==> src/rtl/maze_generator_pkg.sv <==
// Shared maze geometry defaults, FSM encoding and LFSR constants.
// Used by maze_generator, maze_lfsr16 and the downstream renderer.
package maze_generator_pkg;

  localparam int          DEF_MAZE_W    = 8;
  localparam int          DEF_MAZE_H    = 6;
  localparam int          DEF_X_BITS    = 3;
  localparam int          DEF_Y_BITS    = 3;
  localparam logic [15:0] DEF_LFSR_SEED = 16'hACE1;
  localparam logic [15:0] LFSR_TAPS     = 16'hB400;

  typedef enum logic [1:0] {
    IDLE  = 2'd0,
    CARVE = 2'd1,
    DONE  = 2'd2
  } state_t;

  // An all-zero Galois LFSR would lock up, so zero is replaced by one.
  function automatic logic [15:0] nonzero_seed(input logic [15:0] seed);
    return (seed == 16'h0000) ? 16'h0001 : seed;
  endfunction

endpackage

==> src/rtl/maze_lfsr16.sv <==
// Free-running 16-bit right-shifting Galois LFSR with optional parallel load.
// Both the reset seed and a loaded value are guarded against zero.
module maze_lfsr16
  import maze_generator_pkg::*;
#(
  parameter logic [15:0] SEED = DEF_LFSR_SEED
) (
  input  logic        clk,
  input  logic        reset,
  input  logic        load,
  input  logic [15:0] load_val,
  output logic [15:0] q
);

  always_ff @(posedge clk or negedge reset) begin
    if (!reset) begin
      q <= nonzero_seed(SEED);
    end else if (load) begin
      q <= nonzero_seed(load_val);
    end else begin
      q <= (q >> 1) ^ (q[0] ? LFSR_TAPS : 16'h0000);
    end
  end

endmodule

==> src/rtl/maze_generator.sv <==
// Binary-tree perfect-maze generator with wall storage and a registered read port.
// Optional macro MAZE_SEED_IN_EN adds seed_in, loaded into the LFSR on an accepted start.
module maze_generator
  import maze_generator_pkg::*;
#(
  parameter int          MAZE_W    = DEF_MAZE_W,
  parameter int          MAZE_H    = DEF_MAZE_H,
  parameter int          X_BITS    = DEF_X_BITS,
  parameter int          Y_BITS    = DEF_Y_BITS,
  parameter logic [15:0] LFSR_SEED = DEF_LFSR_SEED
) (
  input  logic              clk,
  input  logic              reset,
  input  logic              start,
  output logic              busy,
  output logic              done,
  input  logic [X_BITS-1:0] rd_x,
  input  logic [Y_BITS-1:0] rd_y,
`ifdef MAZE_SEED_IN_EN
  input  logic [15:0]       seed_in,
`endif
  output logic              rd_north_open,
  output logic              rd_east_open
);

  localparam int CELLS    = MAZE_W * MAZE_H;
  localparam int IDX_BITS = $clog2(CELLS);

  state_t              state;
  state_t              state_next;
  logic [X_BITS-1:0]   cur_x;
  logic [Y_BITS-1:0]   cur_y;
  logic [CELLS-1:0]    north_open;
  logic [CELLS-1:0]    east_open;
  logic [15:0]         lfsr_q;
  logic                lfsr_load;
  logic [15:0]         lfsr_load_val;
  logic                lfsr_unused;
  logic                accept;
  logic                last_x;
  logic                top_row;
  logic                last_cell;
  logic                carve_north;
  logic                carve_east;
  logic [IDX_BITS-1:0] wr_idx;
  logic [IDX_BITS-1:0] rd_idx;
  logic                rd_valid;

  assign accept = (state == IDLE) && start;

`ifdef MAZE_SEED_IN_EN
  assign lfsr_load     = accept;
  assign lfsr_load_val = seed_in;
`else
  assign lfsr_load     = 1'b0;
  assign lfsr_load_val = 16'h0000;
`endif

  maze_lfsr16 #(
    .SEED(LFSR_SEED)
  ) u_lfsr (
    .clk     (clk),
    .reset   (reset),
    .load    (lfsr_load),
    .load_val(lfsr_load_val),
    .q       (lfsr_q)
  );

  // Only the LSB steers carving; the rest of the state just feeds the sequence.
  assign lfsr_unused = ^lfsr_q[15:1];

  always_ff @(posedge clk or negedge reset) begin
    if (!reset) begin
      state <= IDLE;
    end else begin
      state <= state_next;
    end
  end

  always_comb begin
    state_next = state;
    case (state)
      IDLE:    if (accept) state_next = CARVE;
      CARVE:   if (last_cell) state_next = DONE;
      DONE:    state_next = IDLE;
      default: state_next = IDLE;
    endcase
  end

  assign busy = (state == CARVE);
  assign done = (state == DONE);

  assign last_x    = (cur_x == X_BITS'(MAZE_W - 1));
  assign top_row   = (cur_y == '0);
  assign last_cell = last_x && (cur_y == Y_BITS'(MAZE_H - 1));
  assign wr_idx    = IDX_BITS'(cur_y) * IDX_BITS'(MAZE_W) + IDX_BITS'(cur_x);

  // Row-major cursor; it wraps to (0,0) on the last cell, ready for the next run.
  always_ff @(posedge clk or negedge reset) begin
    if (!reset) begin
      cur_x <= '0;
      cur_y <= '0;
    end else if (state == CARVE) begin
      if (last_x) begin
        cur_x <= '0;
        cur_y <= last_cell ? '0 : cur_y + Y_BITS'(1);
      end else begin
        cur_x <= cur_x + X_BITS'(1);
      end
    end
  end

  // Binary-tree rule: the top row always links east and the right column always
  // links north, which keeps every cell connected to the top-right corner.
  always_comb begin
    carve_north = 1'b0;
    carve_east  = 1'b0;
    if (top_row && !last_x) begin
      carve_east = 1'b1;
    end else if (last_x && !top_row) begin
      carve_north = 1'b1;
    end else if (!last_x) begin
      carve_north = lfsr_q[0];
      carve_east  = ~lfsr_q[0];
    end
  end

  always_ff @(posedge clk or negedge reset) begin
    if (!reset) begin
      north_open <= '0;
      east_open  <= '0;
    end else if (state == CARVE) begin
      north_open[wr_idx] <= carve_north;
      east_open[wr_idx]  <= carve_east;
    end
  end

  assign rd_valid = (32'(rd_x) < MAZE_W) && (32'(rd_y) < MAZE_H);
  assign rd_idx   = IDX_BITS'(rd_y) * IDX_BITS'(MAZE_W) + IDX_BITS'(rd_x);

  always_ff @(posedge clk or negedge reset) begin
    if (!reset) begin
      rd_north_open <= 1'b0;
      rd_east_open  <= 1'b0;
    end else if (rd_valid) begin
      rd_north_open <= north_open[rd_idx];
      rd_east_open  <= east_open[rd_idx];
    end else begin
      rd_north_open <= 1'b0;
      rd_east_open  <= 1'b0;
    end
  end

endmodule

==> config.mk <==
export PLATFORM = sky130hd
export DESIGN_NAME = maze_generator
export DESIGN_NICKNAME = d
export VERILOG_FILES = /design/src/rtl/maze_generator_pkg.sv /design/src/rtl/maze_lfsr16.sv /design/src/rtl/maze_generator.sv
export SDC_FILE = /design/constraint.sdc
export NUM_CORES = 1
export LEC_CHECK = 0
export CORE_MARGIN = 8
export CORE_UTILIZATION = 60
export CTS_BUF_LIST = sky130_fd_sc_hd__clkbuf_4
export CTS_CLUSTER_SIZE = 28
export DETAILED_ROUTE_END_ITERATION = 8
export PLACE_DENSITY = 0.85
export SLEW_MARGIN = 25
export SYNTH_ARGS = -nofsm -noshare
export SYNTH_HDL_FRONTEND = slang
export SYNTH_SLANG_ARGS = --single-unit
==> constraint.sdc <==
create_clock -name clk -period 5.85 [get_ports clk]
set_clock_uncertainty 0.1 [all_clocks]
set_input_delay 0.8775 -clock clk [delete_from_list [all_inputs] [get_ports clk]]
set_output_delay 0.8775 -clock clk [all_outputs]
set_load 0.05 [all_outputs]
==> results of run 1 <==
area by class of cell:
cell class	instances	area share, %
clock buffer	17	2.06
clock inverter	15	3.05
inverter	5	0.303
multi-input combinational	285	39.9
sequential	122	49.4
tap	111	2.24
timing repair buffer	18	3.07
placed cells by master (no fill, tap or decap), types with 6 or more instances in the layout:
cell,n
dfstp_2,8
nand3_1,8
nor2_1,22
a21oi_1,11
nor2b_1,7
mux2i_1,16
o21ai_0,6
clkdlybuf4s50_1,10
dfrtp_1,114
nand2_1,52
mux2_2,84
mux4_2,17
clkbuf_4,17
a31oi_1,12
logic make-up after synthesis:
kind of cell	after synthesis	synth area share (%)
xor gates and xnor gates	3	0.464
DFF	122	54.1
buffers and inverters	32	2.52
adders and majority gates	5	1.11
muxes	121	27.9
AOI/OAI and AO/OA	40	4.38
and+or+nand+nor	116	9.51
flip-flops by register name, summed over array words and instances (netlist names):
signal,flops
east_open,48
north_open,48
u_lfsr.q,16
cur_x,3
cur_y,3
state,2
rd_east_open,1
rd_north_open,1
metal layers:
metal | wire length (µm) | up-vias
li1 | - | 1609
met1 | 5080 | 1842
met2 | 5840 | 136
met3 | 788 | 26
met4 | 298 | 0
met5 | 0 | -
metrics by stage:
step	instances	setup WS [ns]	util (%)
finish	573	2.62	67.4
global route	573	2.49	67.4
CTS	572	2.61	67.2
detailed placement	540	2.51	63.7
global placement	539	2.58	63.4
floorplan	439	3.37	-
power breakdown:
part           total [µW]  switching (µW)  internal (µW)
logic                 936             503            433
registers            1310             206           1110
clock network         654             350            304
total                2900            1060           1850
worst max path at each step:
| stage | slack, ns | to | depth (start not counted) | start |
|---|---|---|---|---|
| after floorplan | 3.37 | rd_north_open | 4 | rd_x[0] |
| after global placement | 2.58 | rd_east_open | 4 | rd_x[1] |
| after detailed placement | 2.51 | rd_east_open | 4 | rd_x[1] |
| after CTS | 2.61 | busy | 3 | state[1] |
| after global routing | 2.49 | busy | 3 | state[1] |
| final | 2.62 | busy | 3 | state[1] |
==> reports/results.tsv, run 1 <==
stage	metric	value	unit
status	outcome	finished clean	
global_route	global_route.peak_usage_layer	met2	
worst_setup_path	crit_family	buffers and inverters	
worst_setup_path	reg2reg_depth	7	
power	vdd_drop_max	0.000268	V
sta	fmaxAchievable	0.309	GHz
clock_tree	ctsRootBufferMaster	clkbuf_4	
worst_setup_path	critical_path_buf_inv_count	2	
worst_setup_path	r2r-end	east_open[11]	
sta	min_period_over_period	55.3	%
floorplan	die_x	113	µm
sta	rsz0062_at_grt	false	
logic_synthesis	synth.avg_cell_area	12.9	µm²
clock_tree	clk-insertion-delay-late	0.53	ns
route	first_pass_iters	5	
final_layout	diodes	0	
worst_setup_path	slowest_delay	0.84	ns
logic_synthesis	synthFlopType	dfrtp_1	
power	p_leak	0.00277	µW
logic_synthesis	synth.most_common_cell	dfrtp_1	
worst_setup_path	cp_slowest_cell	clkdlybuf4s50_1	
clock_tree	post_cts_buffers	0	
sta	final-hold-violation-count	0	
worst_setup_path	worst_ep_required_time	4.87	ns
logic_synthesis	netlist-cell-type-count	40	
logic_synthesis	synth_common_cells	114 x dfrtp_1, 84 x mux2_2, 52 x nand2_1	
clock_tree	cts_resized	0	
worst_setup_path	worstPathCellList	nand2b_1, inv_2, clkdlybuf4s50_1	
clock_tree	h-tree-depth	4	
worst_setup_path	path_max_fanout	11	
min_path	min-delay-path-class	flop to flop	
logic_synthesis	seq_area_frac_synth	54.1	%
clock_tree	clock_sinks	122	
sta	final_max_slew_viol_count	0	
route	first_iter_violations	405	
global_route	grtUsageTotal	20.1	%
place	dpl_cell_area	5860	µm²
final_layout	syn_to_final_growth	9.51	%
worst_setup_path	cp-start-kind	flop	
logic_synthesis	synth_edf_count	0	
logic_synthesis	synth_seq_cells	122	
min_path	hp-start	u_lfsr.q[6]	
worst_setup_path	path_class	flop to output pin	
floorplan	core.rowCount	35	
worst_setup_path	reg2reg_slack	3.33	ns
sta	setup_viol	0	
job	cap_violations	0	
logic_synthesis	synth_warnings	0	
place	dp.final_hpwl	7.99	mm
route	ant_nets	0	
floorplan	dieHeight	113	µm
global_route	grt_use_met3	6.02	%
floorplan	dieArea	12800	µm²
clock_tree	cts_max_path_buffers	2	
route	vias	3613	
worst_setup_path	r2r-start	cur_x[0]	
route	wire_per_inst	20.9	µm
final_layout	seq_area	3060	µm²
sta	relSlewSlack	38.8	%
worst_setup_path	end_kind	output pin	
floorplan	io_pins	13	
worst_setup_path	cp_data_arrival_time	2.26	ns
place	io_buffer_count	12	
final_layout	multi_input_area	2470	µm²
clock_tree	tritoncts	yes	
final_layout	drive_above_1_share	34.2	%
min_path	whs_path_depth	0	
final_layout	final.fill_count	653	
place	gp_congestion	0.854	
clock_tree	clkTransAtPathRegs	0.12	ns
sta	setup_tns	0	ns
global_route	grt-ovfl-total	0	
logic_synthesis	yosys.area.top_type	dfrtp_1	
final_layout	stdcell_area	6200	µm²
sta	tightest_slew	0.915	ns
logic_synthesis	synth_top_area_share	50.4	%
route	drt-total-wl	12.0	mm
clock_tree	cts_buffers	17	
logic_synthesis	synth.cell_area	5660	µm²
global_route	grt_max_degree	68	
sta	timing.hold.ws	0.262	ns
floorplan	initial_core_util	61.5	%
power	powerDensity	469	nW/µm²
global_route	grt_pass1_vias	3756	
logic_synthesis	synthCells	439	
power	power	2900	µW
global_route	grt_util_met1	25.7	%
sta	finalCriticalPeriod	3.23	ns
route	vias_per_cell	6.31	
logic_synthesis	synth-async-reset-ratio	100	%
global_route	grt_use_met2	31.5	%
final_layout	nets	463	
floorplan	core-area	9200	µm²
logic_synthesis	ys_top_cells_by_area	dfrtp_1 50%, mux2_2 17%, mux4_2 6.8%	
route	drc	0	
global_route	grt_pass1_wl	19.7	mm
global_route	antenna_found_initial	0	
min_path	hold_end	u_lfsr.q[5]	
clock_tree	hold_buffers	0	
logic_synthesis	synth_nets	453	
(Power assumes the default switching activity.)
==> run 2: changes to the inputs <==
- CORE_UTILIZATION: 60 -> 58
- PLACE_DENSITY: 0.85 -> 0.86
- clock period: 5.85 -> 2.7 ns (I/O delays scaled with it)
==> run 2 against run 1 <==
Net effect: largest power group unchanged; critical endpoint is now north_open[45]; wire length rose by 0.12%; clock power up 65%; hold slack better by 0.0033 ns; cell count is 5.8% higher; flip-flop and latch count stayed put; count of clock-buffer cells in the layout stayed put.
==> reports/results.tsv, run 2 (synthesized netlist as in run 1, its figures left out) <==
stage	metric	value	unit
worst_setup_path	r2r-start	cur_x[0]	
sta	final_max_slew_viol_count	0	
final_layout	syn_to_final_growth	9.86	%
clock_tree	clk-insertion-delay-late	0.52	ns
worst_setup_path	worst_ep_required_time	3.01	ns
worst_setup_path	reg2reg_slack	0.20	ns
worst_setup_path	path_class	flop to flop	
min_path	hp-start	u_lfsr.q[3]	
final_layout	drive_above_1_share	35.5	%
floorplan	dieArea	13200	µm²
worst_setup_path	path_max_fanout	13	
power	power	6000	µW
sta	final-hold-violation-count	0	
final_layout	multi_input_area	2470	µm²
global_route	grt-ovfl-total	0	
clock_tree	post_cts_buffers	0	
place	gp_congestion	0.918	
status	outcome	finished clean	
sta	min_period_over_period	92.5	%
sta	setup_tns	0	ns
floorplan	core.rowCount	36	
sta	finalCriticalPeriod	2.50	ns
power	seq_power_share	47.2	%
route	first_pass_iters	4	
route	vias	3680	
final_layout	stdcell_area	6220	µm²
power	p_clk_share	17.9	%
min_path	whs_path_depth	0	
final_layout	diodes	0	
global_route	antenna_found_initial	0	
clock_tree	clkTransAtPathRegs	0.11	ns
job	cap_violations	0	
global_route	grt_pass1_vias	3881	
route	drc	0	
power	powerDensity	966	nW/µm²
final_layout	layout_commonest_cell	dfrtp_1	
route	drt-total-wl	12.0	mm
place	dpl_cell_area	5980	µm²
floorplan	dieHeight	115	µm
final_layout	reg.largest.list	east_open: 48 flops, north_open: 48 flops, u_lfsr.q: 16 flops	
final_layout	final.fill_count	723	
global_route	grt_pass1_wl	20.5	mm
global_route	grt_max_degree	60	
sta	rsz0062_at_grt	false	
worst_setup_path	critical_path_buf_inv_count	0	
final_layout	nets	474	
clock_tree	cts_max_path_buffers	2	
route	vias_per_cell	6.07	
worst_setup_path	slowest_delay	0.61	ns
sta	relSlewSlack	51.0	%
worst_setup_path	cp_data_arrival_time	2.81	ns
clock_tree	cts_buffers	17	
min_path	min-delay-path-class	flop to flop	
worst_setup_path	crit_family	simple AND/OR/NAND/NOR gates	
clock_tree	ctsRootBufferMaster	clkbuf_4	
sta	setup_viol	0	
floorplan	io_pins	13	
route	wire_per_inst	19.8	µm
power	power_frac_comb	34.9	%
worst_setup_path	reg2reg_depth	4	
final_layout	mostFrequentLayoutCells	114 x dfrtp_1, 84 x mux2_2, 52 x nand2_1, 22 x nor2_1	
place	dp.final_hpwl	8.32	mm
clock_tree	clock_sinks	122	
worst_setup_path	worstPathCellList	nand2_1, or3_1, nor4_1, mux2_2	
power	switchingPower	2270	µW
power	vdd_drop_max	0.000667	V
route	first_iter_violations	313	
final_layout	seq_area	3060	µm²
place	io_buffer_count	12	
floorplan	initial_core_util	58.7	%
route	ant_nets	0	
worst_setup_path	cp-start-kind	flop	
power	switching_share	37.8	%
global_route	grtUsageTotal	20.4	%
sta	tightest_slew	0.730	ns
clock_tree	tritoncts	yes	
worst_setup_path	cp_slowest_cell	dfrtp_1	
sta	fmaxAchievable	0.400	GHz
floorplan	die_x	115	µm
clock_tree	h-tree-depth	4	
min_path	hold_end	u_lfsr.q[2]	
floorplan	core-area	9640	µm²
power	internal-power	3730	µW
worst_setup_path	r2r-end	north_open[45]	
worst_setup_path	end_kind	flop	
power	p_leak	0.00277	µW
-- run 2: changes by cell type in the layout (fill, tap and decap cells not counted), moves of 2 or more --
cell / change
buf_4: +10
bufinv_16: -3
clkinv_2: +4
clkinvlp_4: +2
inv_6: -3
-- run 2: area by class of cell --
cell class,instances,area share (%)
Multi-Input combinational cell,285,39.7
Clock buffer,17,2.05
Clock inverter,15,1.69
Tap cell,133,2.68
Sequential cell,122,49.3
Timing Repair Buffer,29,4.29
Inverter,5,0.302
-- run 2: power by group through the flow --
stage,Combinational (µW),Sequential [µW],Clock (µW)
6_report,2090,2840,1080
4_1_cts,2090,2820,1100
3_3_place_gp,1980,2810,0
3_5_place_dp,2090,2850,0
2_1_floorplan,1550,2660,0
5_1_grt,2280,2910,1180
-- run 2: per-stage QoR --
step / instances / worst slack [ns] / util, % / hold WS (ns)
finish: 606 / 0.202 / 64.5 / 0.266
global route: 606 / 0.0778 / 64.5 / 0.270
detailed placement: 573 / 0.191 / 62.0 / 0.240
global placement: 573 / 0.280 / 62.0 / 0.237
floorplan: 439 / 0.560 / - / 0.00941
CTS: 606 / 0.207 / 64.5 / 0.266
-- run 2: what timing repair did --
item,CTS,global route
hold buffers,1,0
hold endpoints to repair,40,0
endpoints found under the setup margin,1,0
resized for setup,1,0
-- run 2: routing by layer --
metal  vias to the layer above  global-route usage (%)  share of wire (%)
li1                       1634                       -                  -
met1                      1883                    27.1                 45
met2                       137                    30.3                 47
met3                        26                    6.51                6.1
met4                         0                    9.02                2.3
met5                         -                       0                  0
-- run 2: how the worst max path moves through the flow --
stage	end	slack [ns]	startpoint	depth (start not counted)
6_report	north_open[45]	0.20	cur_x[0]	4
5_1_grt	busy	0.08	state[1]	3
4_1_cts	busy	0.21	state[1]	3
3_5_place_dp	rd_east_open	0.19	rd_x[1]	4
3_3_place_gp	rd_east_open	0.28	rd_x[1]	4
2_1_floorplan	north_open[38]	0.56	cur_x[1]	9
==> run 3: changes to the inputs <==
- GPL_ROUTABILITY_DRIVEN: not set -> 0
==> results of run 3 <==
Same layout as run 2: the final DEF is identical, and so are final timing and power.
